**src/rtl/mips_pkg.sv**
```systemverilog
// ============================================================================
//  Module  : mips_pkg
//  Brief   : Shared extender mode encodings, default widths and occupancy states.
//  Revision: 1.0  initial release
// ============================================================================
`default_nettype none

package mips_pkg;

    localparam int IMM_W  = 16;
    localparam int WORD_W = 32;

    localparam logic [1:0] EXT_SIGN   = 2'b00;
    localparam logic [1:0] EXT_ZERO   = 2'b01;
    localparam logic [1:0] EXT_UPPER  = 2'b10;
    localparam logic [1:0] EXT_BRANCH = 2'b11;

    typedef enum logic [1:0] {
        ST_EMPTY = 2'd0,
        ST_ONE   = 2'd1,
        ST_FULL  = 2'd2
    } occ_state_t;

endpackage

`default_nettype wire

```
**src/rtl/imm_ext_core.sv**
```systemverilog
// ============================================================================
//  Module  : imm_ext_core
//  Brief   : Combinational immediate extender (sign / zero / upper / branch).
//  Revision: 1.0  initial release
// ============================================================================
`default_nettype none

module imm_ext_core
    import mips_pkg::*;
#(
    parameter int IN_W  = IMM_W,
    parameter int OUT_W = WORD_W
) (
    input  logic [IN_W-1:0]  imm,
    input  logic [1:0]       mode,
    output logic [OUT_W-1:0] ext
);

    logic [OUT_W-1:0] w_sign;
    logic [OUT_W-1:0] w_zero;

    assign w_sign = {{(OUT_W-IN_W){imm[IN_W-1]}}, imm};
    assign w_zero = {{(OUT_W-IN_W){1'b0}}, imm};

    // Shifting the zero-extended value by OUT_W-IN_W lands imm in the top bits,
    // and truncates naturally when OUT_W < 2*IN_W.
    always_comb begin
        ext = w_sign;
        case (mode)
            EXT_SIGN:   ext = w_sign;
            EXT_ZERO:   ext = w_zero;
            EXT_UPPER:  ext = w_zero << (OUT_W - IN_W);
            EXT_BRANCH: ext = w_sign << 2;
            default:    ext = w_sign;
        endcase
    end

endmodule

`default_nettype wire

```
**src/rtl/imm_extend_pipe.sv**
```systemverilog
// ============================================================================
//  Module  : imm_extend_pipe
//  Brief   : Immediate extender behind a valid/ready stage with a one-entry skid.
//  Revision: 1.0  initial release
// ============================================================================
`default_nettype none

module imm_extend_pipe
    import mips_pkg::*;
#(
    parameter int IN_W  = IMM_W,
    parameter int OUT_W = WORD_W,
    parameter int TAG_W = 5
) (
    input  logic             clk,
    input  logic             rst,
    input  logic             in_valid,
    output logic             in_ready,
    input  logic [IN_W-1:0]  in_imm,
    input  logic [1:0]       in_mode,
    input  logic [TAG_W-1:0] in_tag,
    output logic             out_valid,
    input  logic             out_ready,
    output logic [OUT_W-1:0] out_data,
    output logic [TAG_W-1:0] out_tag
);

    if (OUT_W < IN_W + 2) begin : g_width_check
        $error("imm_extend_pipe: OUT_W must be >= IN_W+2");
    end

    occ_state_t       r_state;
    occ_state_t       w_state_nxt;
    logic             r_in_ready;
    logic             r_out_valid;
    logic [OUT_W-1:0] r_oreg_data;
    logic [TAG_W-1:0] r_oreg_tag;
    logic [OUT_W-1:0] r_skid_data;
    logic [TAG_W-1:0] r_skid_tag;
    logic [OUT_W-1:0] w_ext;
    logic             w_in_xfer;
    logic             w_out_xfer;
    logic             w_load_oreg_ext;
    logic             w_load_oreg_skid;
    logic             w_load_skid;

    imm_ext_core #(
        .IN_W  (IN_W),
        .OUT_W (OUT_W)
    ) u_core (
        .imm  (in_imm),
        .mode (in_mode),
        .ext  (w_ext)
    );

    assign w_in_xfer  = in_valid & r_in_ready;
    assign w_out_xfer = r_out_valid & out_ready;

    always_comb begin
        w_state_nxt      = r_state;
        w_load_oreg_ext  = 1'b0;
        w_load_oreg_skid = 1'b0;
        w_load_skid      = 1'b0;
        case (r_state)
            ST_EMPTY: begin
                if (w_in_xfer) begin
                    w_state_nxt     = ST_ONE;
                    w_load_oreg_ext = 1'b1;
                end
            end
            ST_ONE: begin
                if (w_in_xfer && w_out_xfer) begin
                    w_load_oreg_ext = 1'b1;
                end else if (w_out_xfer) begin
                    w_state_nxt = ST_EMPTY;
                end else if (w_in_xfer) begin
                    w_state_nxt = ST_FULL;
                    w_load_skid = 1'b1;
                end
            end
            ST_FULL: begin
                if (w_out_xfer) begin
                    w_state_nxt      = ST_ONE;
                    w_load_oreg_skid = 1'b1;
                end
            end
            default: w_state_nxt = ST_EMPTY;
        endcase
    end

    // Handshake flags are registered from the next state so neither side sees
    // a combinational path from the other.
    always_ff @(posedge clk) begin
        if (rst) begin
            r_state     <= ST_EMPTY;
            r_in_ready  <= 1'b1;
            r_out_valid <= 1'b0;
            r_oreg_data <= '0;
            r_oreg_tag  <= '0;
            r_skid_data <= '0;
            r_skid_tag  <= '0;
        end else begin
            r_state     <= w_state_nxt;
            r_in_ready  <= (w_state_nxt != ST_FULL);
            r_out_valid <= (w_state_nxt != ST_EMPTY);
            if (w_load_oreg_ext) begin
                r_oreg_data <= w_ext;
                r_oreg_tag  <= in_tag;
            end else if (w_load_oreg_skid) begin
                r_oreg_data <= r_skid_data;
                r_oreg_tag  <= r_skid_tag;
            end
            if (w_load_skid) begin
                r_skid_data <= w_ext;
                r_skid_tag  <= in_tag;
            end
        end
    end

    assign in_ready  = r_in_ready;
    assign out_valid = r_out_valid;
    assign out_data  = r_oreg_data;
    assign out_tag   = r_oreg_tag;

endmodule

`default_nettype wire

```
**config.mk**
```make
export PLATFORM = sky130hd
export DESIGN_NAME = imm_extend_pipe
export DESIGN_NICKNAME = d
export VERILOG_FILES = /design/src/rtl/mips_pkg.sv /design/src/rtl/imm_ext_core.sv /design/src/rtl/imm_extend_pipe.sv
export SDC_FILE = /design/constraint.sdc
export NUM_CORES = 1
export LEC_CHECK = 0
export CAP_MARGIN = 20
export CORE_MARGIN = 5
export CORE_UTILIZATION = 45
export CTS_CLUSTER_DIAMETER = 80
export DETAILED_ROUTE_END_ITERATION = 8
export PLACE_DENSITY_LB_ADDON = 0.1
export SYNTH_ARGS = -nofsm -noshare
export SYNTH_HDL_FRONTEND = slang
export SYNTH_HIERARCHICAL = 1
export SYNTH_SLANG_ARGS = --single-unit
export TNS_END_PERCENT = 20
```
**constraint.sdc**
```tcl
create_clock -name clk -period 1.35 [get_ports clk]
set_input_delay 0.27 -clock clk [delete_from_list [all_inputs] [get_ports clk]]
set_output_delay 0.27 -clock clk [all_outputs]
set_load 0.01 [all_outputs]
```
* Yosys cells after proc, flatten, opt, wreduce, memory -nomap -nowiden
Cells that the tools add are included.
** Word-level totals
- Logic and storage cells :: 39
- Register bits :: 78
** Operators by class
- Reductions and logical operators :: 5
- Equal/unequal tests :: 6
- Bitwise logic cells :: 2
- Muxes and demuxes :: 19
** Operators with widths (number)
- $pmux W32 S4 :: 1
- $mux W32 :: 2
- $mux W2 :: 5
- $mux W5 :: 2
- $mux W1 :: 7
- $eq A2 B2 Y1 const B :: 3
- $pmux W2 S3 :: 1
- $eq A2 B1 Y1 const B :: 2
- $logic_not A2 Y1 :: 2
- $reduce_bool A2 Y1 :: 2
- $and A1 B1 Y1 :: 2
- $ne A2 B2 Y1 const B :: 1
- $pmux W1 S2 :: 1
- $logic_and A1 B1 Y1 :: 1

* Logic depth before layout (Yosys ltp)
Gate-level depths: netlist of the first run.
- Depth in word-level cells :: 6
- Gate-level depth with buffers :: 6
- Gate-level depth less buffers :: 4

* By module
The synthesis of the first run kept the hierarchy.
** Modules (own cells, without submodules)
- imm_extend_pipe :: area each 3505.9 um^2, sequential area each 1561.5 um^2, times used 1, cells an instance 400
- imm_ext_core :: area each 510.5 um^2, sequential area each 0.0 um^2, times used 1, cells an instance 59

* Least setup slack after synthesis of the first run
No wires, ideal clock.
- Path kind :: register to register
- Start point :: register r_out_valid, in the netlist out_valid
- End point :: register r_oreg_data[1], in the netlist out_data[1]
- Arrival time :: 1.216 ns
- Slack :: 0.045 ns
- Cell stages (with the launch flop) :: 6
- Cell sequence :: dfxtp_1 > and4b_1 > buf_6 > buf_6 > nand2_1 > a311oi_2
** On the way
- Longest elaborated chain between the ends :: 5
- Elaborated cells between the ends (all ways) :: 8
- Those cells by class :: 5 x mux; 1 x bitwise; 2 x reduce/logical
** RTL lines
- start, declared :: line imm_extend_pipe.sv:35 : logic r_out_valid;
- start signal, assigned :: line imm_extend_pipe.sv:105 : r_out_valid <= (w_state_nxt != ST_EMPTY);
- $and A1 B1 Y1 (*) :: line imm_extend_pipe.sv:57 : assign w_out_xfer = r_out_valid & out_ready;
- $logic_and A1 B1 Y1 :: line imm_extend_pipe.sv:72 : if (w_in_xfer && w_out_xfer) begin
- $mux W1 :: line imm_extend_pipe.sv:72
- $pmux W1 S2 :: line imm_extend_pipe.sv:64 : case (r_state)
- $mux W32 or $reduce_bool A2 Y1 (tied branches)
- end signal, assigned :: line imm_extend_pipe.sv:107 : r_oreg_data <= w_ext;
- end signal, assigned :: line imm_extend_pipe.sv:110 : r_oreg_data <= r_skid_data;
- end, declared :: line imm_extend_pipe.sv:36 : logic [OUT_W-1:0] r_oreg_data;
Mark *: on every way between the ends. The rest lies on a longest branch, timed or not.
A chain may end at the register's enable or synchronous reset.

* Worst setup path in the final report of the first run
- Start point :: input in_mode[0]
- End point :: register r_oreg_data[28], in the netlist out_data[28]
** On the way
- Longest elaborated chain between the ends :: 3
- Elaborated cells between the ends (all ways) :: 6
- Those cells by class :: 3 x eq/ne; 2 x mux; 1 x reduce/logical
** RTL lines
- start, declared :: line imm_extend_pipe.sv:20 : input logic [1:0] in_mode,
- $eq A2 B2 Y1 (tied with other cells) :: line imm_ext_core.sv:29 : case (mode)
- $pmux W32 S4 (*) :: line imm_ext_core.sv:29
- net w_ext[28] :: line imm_extend_pipe.sv:40 : logic [OUT_W-1:0] w_ext;
- $mux W32 (*) :: line imm_extend_pipe.sv:106 : if (w_load_oreg_ext) begin
Mark *: on every way through the listed nets, which the timed path passes. The rest lies on a longest branch.

==> impl_metrics.xml, run 1 <==
<?xml version="1.0" encoding="UTF-8"?>
<metrics>
  <group name="synth">
    <metric name="post_synth_inst_count" unit="">459</metric>
    <metric name="postSynthRegisterBits" unit="">78</metric>
    <metric name="syn_avg_cell_area" unit="µm²">8.750</metric>
    <metric name="synth_edf_count" unit="">0</metric>
    <metric name="yosys_warnings" unit="">6</metric>
    <metric name="synth.distinct_cells" unit="">37</metric>
    <metric name="postSynth.asyncResetShare" unit="">0</metric>
    <metric name="synth_top_flop_cell" unit="">dfxtp_1</metric>
    <metric name="netlist_area" unit="mm²">0.004016</metric>
    <metric name="synth_sequential_area_ratio" unit="">0.3888</metric>
    <metric name="synth_nets" unit="">486</metric>
  </group>
  <group name="timing">
    <metric name="final_min_period_over_clock_period" unit="">1.019</metric>
    <metric name="final_period_minus_worst_setup_slack" unit="ns">1.376</metric>
    <metric name="setup_violations" unit="">8</metric>
    <metric name="setup_total_negative_slack" unit="ns">-0.08455</metric>
    <metric name="max_slew_headroom_at_the_worst_pin" unit="">0.6938</metric>
    <metric name="max_freq" unit="MHz">726.9</metric>
    <metric name="layout_setup_ws" unit="ns">-0.02568</metric>
    <metric name="clock-skew-final" unit="ns">0.01303</metric>
    <metric name="worst_hold_slack" unit="ns">0.3707</metric>
    <metric name="final_max_slew_viol_count" unit="">0</metric>
    <metric name="grt_setup_unrepaired" unit="">true</metric>
    <metric name="worst-slew-pin-transition" unit="ns">0.4593</metric>
    <metric name="hold_viol" unit="">0</metric>
  </group>
  <group name="clock_tree">
    <metric name="htree_num_levels" unit="">3</metric>
    <metric name="clk_pin_slew_worst_paths" unit="ns">0.09</metric>
    <metric name="tritoncts" unit="">built</metric>
    <metric name="insertion_delay" unit="ns">0.34</metric>
    <metric name="cts.sinks" unit="">78</metric>
    <metric name="cts-buffers-inserted" unit="">9</metric>
    <metric name="clockBufferDepth" unit="">2</metric>
    <metric name="clockRootBuffer" unit="">clkbuf_8</metric>
  </group>
  <group name="critical_path">
    <metric name="path_buf_inv" unit="">4</metric>
    <metric name="crit_top_cell" unit="">buf_12</metric>
    <metric name="setup.worst_path.start_class" unit="">primary input</metric>
    <metric name="worst_ep_required_time" unit="ns">1.61</metric>
    <metric name="critical_path.cell_chain" unit="">dlygate4sd2_1, buf_12, nor3b_4, buf_4, buf_12, o21bai_1, nor3_1, a311oi_2</metric>
    <metric name="crit_fanout" unit="">8</metric>
    <metric name="worst_path_dominant_cell_family" unit="">buffers and inverters</metric>
    <metric name="worst-endpoint-arrival" unit="ns">1.63</metric>
    <metric name="timing.critical_path.to_type" unit="">register</metric>
    <metric name="cpPeakStageDelay" unit="ns">0.26</metric>
    <metric name="worst-setup-path-type" unit="">in2reg</metric>
    <metric name="crit_slowest_cell" unit="">dlygate4sd2_1</metric>
  </group>
  <group name="drt">
    <metric name="drt_wl_total" unit="µm">12260</metric>
    <metric name="first_iter_violations" unit="">302</metric>
    <metric name="antenna_violating_nets_post_route" unit="">0</metric>
    <metric name="wl_per_cell" unit="µm">19.03</metric>
    <metric name="drt_first_pass_iters" unit="">5</metric>
    <metric name="vias_per_cell" unit="">5.984</metric>
    <metric name="dr_total_vias" unit="">3854</metric>
    <metric name="drc_violations" unit="">0</metric>
  </group>
  <group name="die">
    <metric name="floorplan.initialDensity" unit="">0.4605</metric>
    <metric name="core_area" unit="mm²">0.008721</metric>
    <metric name="die_area" unit="mm²">0.01092</metric>
    <metric name="rows" unit="">34</metric>
    <metric name="fp.dieW" unit="µm">104.5</metric>
    <metric name="number_of_top_level_pins" unit="">66</metric>
    <metric name="die_y" unit="µm">104.5</metric>
  </group>
  <group name="power">
    <metric name="power_per_cell_area" unit="mW/mm²">1126</metric>
    <metric name="p_int" unit="W">0.004065</metric>
    <metric name="seqPwrFrac" unit="">0.434</metric>
    <metric name="leakagePower" unit="nW">2.075</metric>
    <metric name="netSwitchingPower" unit="W">0.002013</metric>
    <metric name="peak_supply_drop" unit="mV">0.6600</metric>
    <metric name="relative_contribution_of_combinational_cells_to_total_power" unit="">0.322</metric>
    <metric name="power.switching_fraction" unit="">0.3312</metric>
    <metric name="clock_power_share" unit="">0.244</metric>
  </group>
  <group name="placed_design">
    <metric name="port_buffers" unit="">65</metric>
    <metric name="gp_routability_congestion" unit="">0.8431</metric>
    <metric name="dp.final_hpwl" unit="µm">7189</metric>
    <metric name="preCtsSetupSlack" unit="ns">-0.5787</metric>
  </group>
  <group name="global_routing">
    <metric name="gr-usage-all-layers" unit="">0.2110</metric>
    <metric name="wire_length_of_the_first_global_routing_pass" unit="µm">18940</metric>
    <metric name="grt_remaining_overflow" unit="">0</metric>
    <metric name="number_of_antenna_violations_at_the_first_check_in_global_routing" unit="">0</metric>
    <metric name="grt_pass1_vias" unit="">3638</metric>
    <metric name="grt_start_max_net_pins" unit="">41</metric>
  </group>
  <group name="status">
    <metric name="violated_checks" unit="">negative setup slack</metric>
    <metric name="run_status" unit="">finished with violations</metric>
  </group>
  <group name="cells_and_area">
    <metric name="fillerInstances" unit="">772</metric>
    <metric name="footprint_of_the_flip_flops_and_latches" unit="mm²">0.001568</metric>
    <metric name="area_growth" unit="%">34.36</metric>
    <metric name="multiInputGateArea" unit="mm²">0.002221</metric>
    <metric name="finish.net_count" unit="">560</metric>
    <metric name="commonest_cells_after_routing_fill_and_taps_aside" unit="">dfxtp_1, nand2_1, dlygate4sd2_1, nand3_1, a21oi_1</metric>
    <metric name="layout.cells.most_common" unit="">dfxtp_1</metric>
    <metric name="antenna_cells" unit="">0</metric>
    <metric name="layout-drive-gt1-share" unit="">0.2481</metric>
  </group>
  <group name="flow_run">
    <metric name="drv_cap" unit="">0</metric>
  </group>
  <group name="hold_path">
    <metric name="hold_path.class" unit="">in2reg</metric>
  </group>
</metrics>
-- stage by stage --
stage | area [µm²] | utilization | std cells | total power, W
floorplan | 4016 | - | 459 | 0.003751
global placement | 4852 | 0.5564 | 610 | 0.004493
detailed placement | 4852 | 0.5564 | 610 | 0.004509
CTS | 5167 | 0.5925 | 637 | 0.005939
global route | 5396 | 0.6188 | 644 | 0.006377
finish | 5396 | 0.6188 | 644 | 0.006078
-- worst register-to-register path, stage by stage, from the launching register on --
cell       delay [ns]
dfxtp_2          0.34
buf_6            0.11
a21boi_4         0.14
buf_12           0.14
buf_6            0.13
clkbuf_16        0.16
mux2i_1          0.15
o32ai_1          0.09
-- flip-flops by register name, indices dropped and copies added, names as in the netlist --
name	cells
out_data	32
r_skid_data	32
out_tag	5
r_skid_tag	5
r_state	2
in_ready	1
out_valid	1
-- cells by family (layout without fill, tap and decap cells) --
logic type / after synthesis / after routing / synth area share
simple gates: 163 / 163 / 0.1932
compound gates: 148 / 148 / 0.2907
flops: 78 / 78 / 0.3888
buf+inv: 54 / 131 / 0.08754
mux: 16 / 16 / 0.03987
-- Yosys cell counts, drive strengths merged (2+ instances only) --
| cell | number | area (µm²) |
|---|---|---|
| and2 | 2 | 15.02 |
| nand2 | 76 | 292.8 |
| buf | 37 | 276.5 |
| dfxtp | 78 | 1562 |
| nor2b | 2 | 12.51 |
| nand3 | 37 | 185.2 |
| a21boi | 3 | 26.28 |
| o21bai | 15 | 112.6 |
| clkbuf | 16 | 71.31 |
| nor3 | 38 | 190.2 |
| a22o | 14 | 122.6 |
| o21ai | 37 | 185.2 |
| a21oi | 39 | 195.2 |
| mux2i | 16 | 160.2 |
| a311oi | 37 | 499.2 |
-- metal layers --
| metal | vias to the layer above | routed length (µm) | global-route usage |
|---|---|---|---|
| li1 | 1827 | - | - |
| met1 | 1875 | 5517 | 0.2913 |
| met2 | 136 | 5864 | 0.3290 |
| met3 | 16 | 651 | 0.03538 |
| met4 | 0 | 223 | 0.07956 |
| met5 | - | 0 | 0 |
-- path summary, 6_finish.rpt --
path | start | end | slack (ns) | depth (start not counted)
min | rst | r_skid_tag[4] | 0.37 | 2
max reg2reg | r_state[0] | r_state[0] | -0.02 | 7
min reg2reg | r_skid_tag[3] | r_skid_tag[3] | 0.46 | 2
max | in_mode[0] | out_data[28] | -0.03 | 8
-- power groups by stage --
stage / clock [W] / combinational (W) / sequential, W
2_1_floorplan: 0 / 0.000996 / 0.00275
3_3_place_gp: 0 / 0.00180 / 0.00269
3_5_place_dp: 0 / 0.00182 / 0.00269
4_1_cts: 0.00152 / 0.00178 / 0.00263
5_1_grt: 0.00162 / 0.00210 / 0.00266
6_report: 0.00148 / 0.00196 / 0.00264
-- timing repair --
| item | CTS | global route |
|---|---|---|
| pin swaps | 5 | 14 |
| buffers inserted | 10 | 3 |
| endpoints found under the setup margin | 99 | 72 |
| resized for setup | 59 | 39 |
| hold buffers | 0 | 0 |
| gates cloned | 3 | 4 |
-- final cells by class --
class                      instances  area share
tap                              108     0.02504
clock buffer                       9     0.02295
multi-input combinational        327      0.4115
timing repair buffer             116      0.2434
clock inverter                     5    0.005333
inverter                           1    0.001159
sequential                        78      0.2905
No activity file was read; power rests on OpenSTA's default activity.
==> inputs of run 2 (changes only) <==
- CORE_MARGIN: 5 -> unset
- SKIP_CTS_REPAIR_TIMING: unset -> 1
- clock period: 1.35 -> 1.6 ns (I/O delays scaled with it)
==> run 2 against run 1 <==
  * Power fell by 14%
  * Setup slack improved by 0.052 ns
  * Die area fell by 15%
  * Clock power barely moved
  * The run now ends clean
  * Via count fell by 3.7%
  * Global-route usage rose by 3.2 points
  * Wire length fell by 12%
  * Critical path depth fell by 2
  * Non-clock buffer count fell by 16
  * Critical endpoint is now out_data[23]
==> impl_metrics.xml, run 2 (same netlist as run 1, synthesis figures left out) <==
<?xml version="1.0" encoding="UTF-8"?>
<metrics>
  <group name="cells_and_area">
    <metric name="multiInputGateArea" unit="mm²">0.002120</metric>
    <metric name="final_core_utilization" unit="">0.5962</metric>
    <metric name="finish.net_count" unit="">544</metric>
    <metric name="layout-drive-gt1-share" unit="">0.1686</metric>
    <metric name="layout.cells.non_filler" unit="">630</metric>
    <metric name="footprint_of_the_flip_flops_and_latches" unit="mm²">0.001563</metric>
    <metric name="area_growth" unit="%">28.82</metric>
    <metric name="antenna_cells" unit="">0</metric>
    <metric name="layout.cells.most_common" unit="">dfxtp_1</metric>
    <metric name="commonest_cells_after_routing_fill_and_taps_aside" unit="">dfxtp_1, nand2_1, clkdlybuf4s50_1, a21oi_1</metric>
    <metric name="fillerInstances" unit="">787</metric>
  </group>
  <group name="drt">
    <metric name="dr_total_vias" unit="">3710</metric>
    <metric name="wl_per_cell" unit="µm">17.17</metric>
    <metric name="drc_violations" unit="">0</metric>
    <metric name="antenna_violating_nets_post_route" unit="">0</metric>
    <metric name="drt_wl_total" unit="µm">10820</metric>
    <metric name="drt_first_pass_iters" unit="">5</metric>
    <metric name="vias_per_cell" unit="">5.889</metric>
    <metric name="first_iter_violations" unit="">196</metric>
  </group>
  <group name="placed_design">
    <metric name="gp_routability_congestion" unit="">0.8168</metric>
    <metric name="dp_cells" unit="">613</metric>
    <metric name="dp.final_hpwl" unit="µm">6991</metric>
    <metric name="port_buffers" unit="">65</metric>
  </group>
  <group name="global_routing">
    <metric name="number_of_antenna_violations_at_the_first_check_in_global_routing" unit="">0</metric>
    <metric name="grt_start_max_net_pins" unit="">43</metric>
    <metric name="wire_length_of_the_first_global_routing_pass" unit="µm">17380</metric>
    <metric name="gr-usage-all-layers" unit="">0.2426</metric>
    <metric name="grt_pass1_vias" unit="">3370</metric>
    <metric name="grt_remaining_overflow" unit="">0</metric>
  </group>
  <group name="clock_tree">
    <metric name="clockRootBuffer" unit="">clkbuf_8</metric>
    <metric name="clk_pin_slew_worst_paths" unit="ns">0.08</metric>
    <metric name="insertion_delay" unit="ns">0.35</metric>
    <metric name="cts.sinks" unit="">78</metric>
    <metric name="htree_num_levels" unit="">3</metric>
    <metric name="clockBufferDepth" unit="">2</metric>
    <metric name="cts-buffers-inserted" unit="">9</metric>
    <metric name="tritoncts" unit="">built</metric>
  </group>
  <group name="timing">
    <metric name="max_slew_headroom_at_the_worst_pin" unit="">0.7429</metric>
    <metric name="max_freq" unit="MHz">635.3</metric>
    <metric name="setup_violations" unit="">0</metric>
    <metric name="worst_hold_slack" unit="ns">0.3860</metric>
    <metric name="clock-skew-final" unit="ns">0.005852</metric>
    <metric name="final_max_slew_viol_count" unit="">0</metric>
    <metric name="setup_total_negative_slack" unit="ns">0</metric>
    <metric name="final_min_period_over_clock_period" unit="">0.9838</metric>
    <metric name="worst-slew-pin-transition" unit="ns">0.3856</metric>
    <metric name="final_period_minus_worst_setup_slack" unit="ns">1.574</metric>
    <metric name="hold_viol" unit="">0</metric>
  </group>
  <group name="power">
    <metric name="power_per_cell_area" unit="mW/mm²">1013</metric>
    <metric name="peak_supply_drop" unit="mV">0.5587</metric>
    <metric name="leakagePower" unit="nW">2.072</metric>
    <metric name="power.total" unit="W">0.005242</metric>
  </group>
  <group name="critical_path">
    <metric name="timing.critical_path.to_type" unit="">register</metric>
    <metric name="worst-setup-path-type" unit="">in2reg</metric>
    <metric name="crit_fanout" unit="">7</metric>
    <metric name="worst-endpoint-arrival" unit="ns">1.83</metric>
    <metric name="worst_ep_required_time" unit="ns">1.86</metric>
    <metric name="setup.worst_path.start_class" unit="">primary input</metric>
  </group>
  <group name="die">
    <metric name="die_y" unit="µm">96.48</metric>
    <metric name="number_of_top_level_pins" unit="">66</metric>
    <metric name="floorplan.initialDensity" unit="">0.4628</metric>
    <metric name="rows" unit="">34</metric>
    <metric name="core_area" unit="mm²">0.008678</metric>
    <metric name="die_area" unit="mm²">0.009307</metric>
    <metric name="fp.dieW" unit="µm">96.48</metric>
  </group>
  <group name="flow_run">
    <metric name="drv_cap" unit="">0</metric>
  </group>
  <group name="status">
    <metric name="run_status" unit="">finished, final reports clean</metric>
  </group>
  <group name="hold_path">
    <metric name="hold_path.class" unit="">in2reg</metric>
  </group>
</metrics>
run 2: area by class of cell:
type                       instances  share of cell area
multi-input combinational        327              0.4097
timing repair buffer             100              0.2242
inverter                           1           0.0007255
tap                              108             0.02612
sequential                        78              0.3021
clock buffer                      13             0.02878
clock inverter                     3            0.008464
run 2: stage by stage:
| step | area, µm² | setup slack (ns) |
|---|---|---|
| floorplan | 4016 | 0.2475 |
| global placement | 4887 | -0.3196 |
| detailed placement | 4887 | -0.3301 |
| CTS | 5080 | -0.1682 |
| global route | 5174 | -0.01005 |
| finish | 5174 | 0.02589 |
run 2: final timing paths:
| check | startpoint | endpoint | slack [ns] | depth (start not counted) |
|---|---|---|---|---|
| setup / recovery | in_imm[15] | out_data[23] | 0.03 | 6 |
| setup reg to reg | r_state[1] | r_skid_data[18] | 0.18 | 4 |
| hold reg to reg | r_skid_data[29] | r_skid_data[29] | 0.48 | 2 |
| hold / removal | rst | r_skid_tag[4] | 0.39 | 2 |
run 2: where the power goes:
group / internal, W / switching [W]
clock: 0.000767 / 0.000718
sequential: 0.00213 / 0.000105
combinational: 0.000727 / 0.000798
total: 0.00362 / 0.00162
run 2: routing by layer:
| layer | track usage | vias up | share of wire |
|---|---|---|---|
| met5 | 0 | - | 0 |
| met4 | 0.09069 | 0 | 0.013 |
| met3 | 0.04695 | 14 | 0.053 |
| met2 | 0.3627 | 114 | 0.47 |
| met1 | 0.3434 | 1790 | 0.46 |
| li1 | - | 1792 | - |
run 2: worst max-delay path: stages:
cell and delay (ns):
clkdlybuf4s50_1 0.50, nor3b_4 0.32, clkbuf_16 0.21, o21bai_1 0.14
nor3_1 0.10, a311oi_2 0.25
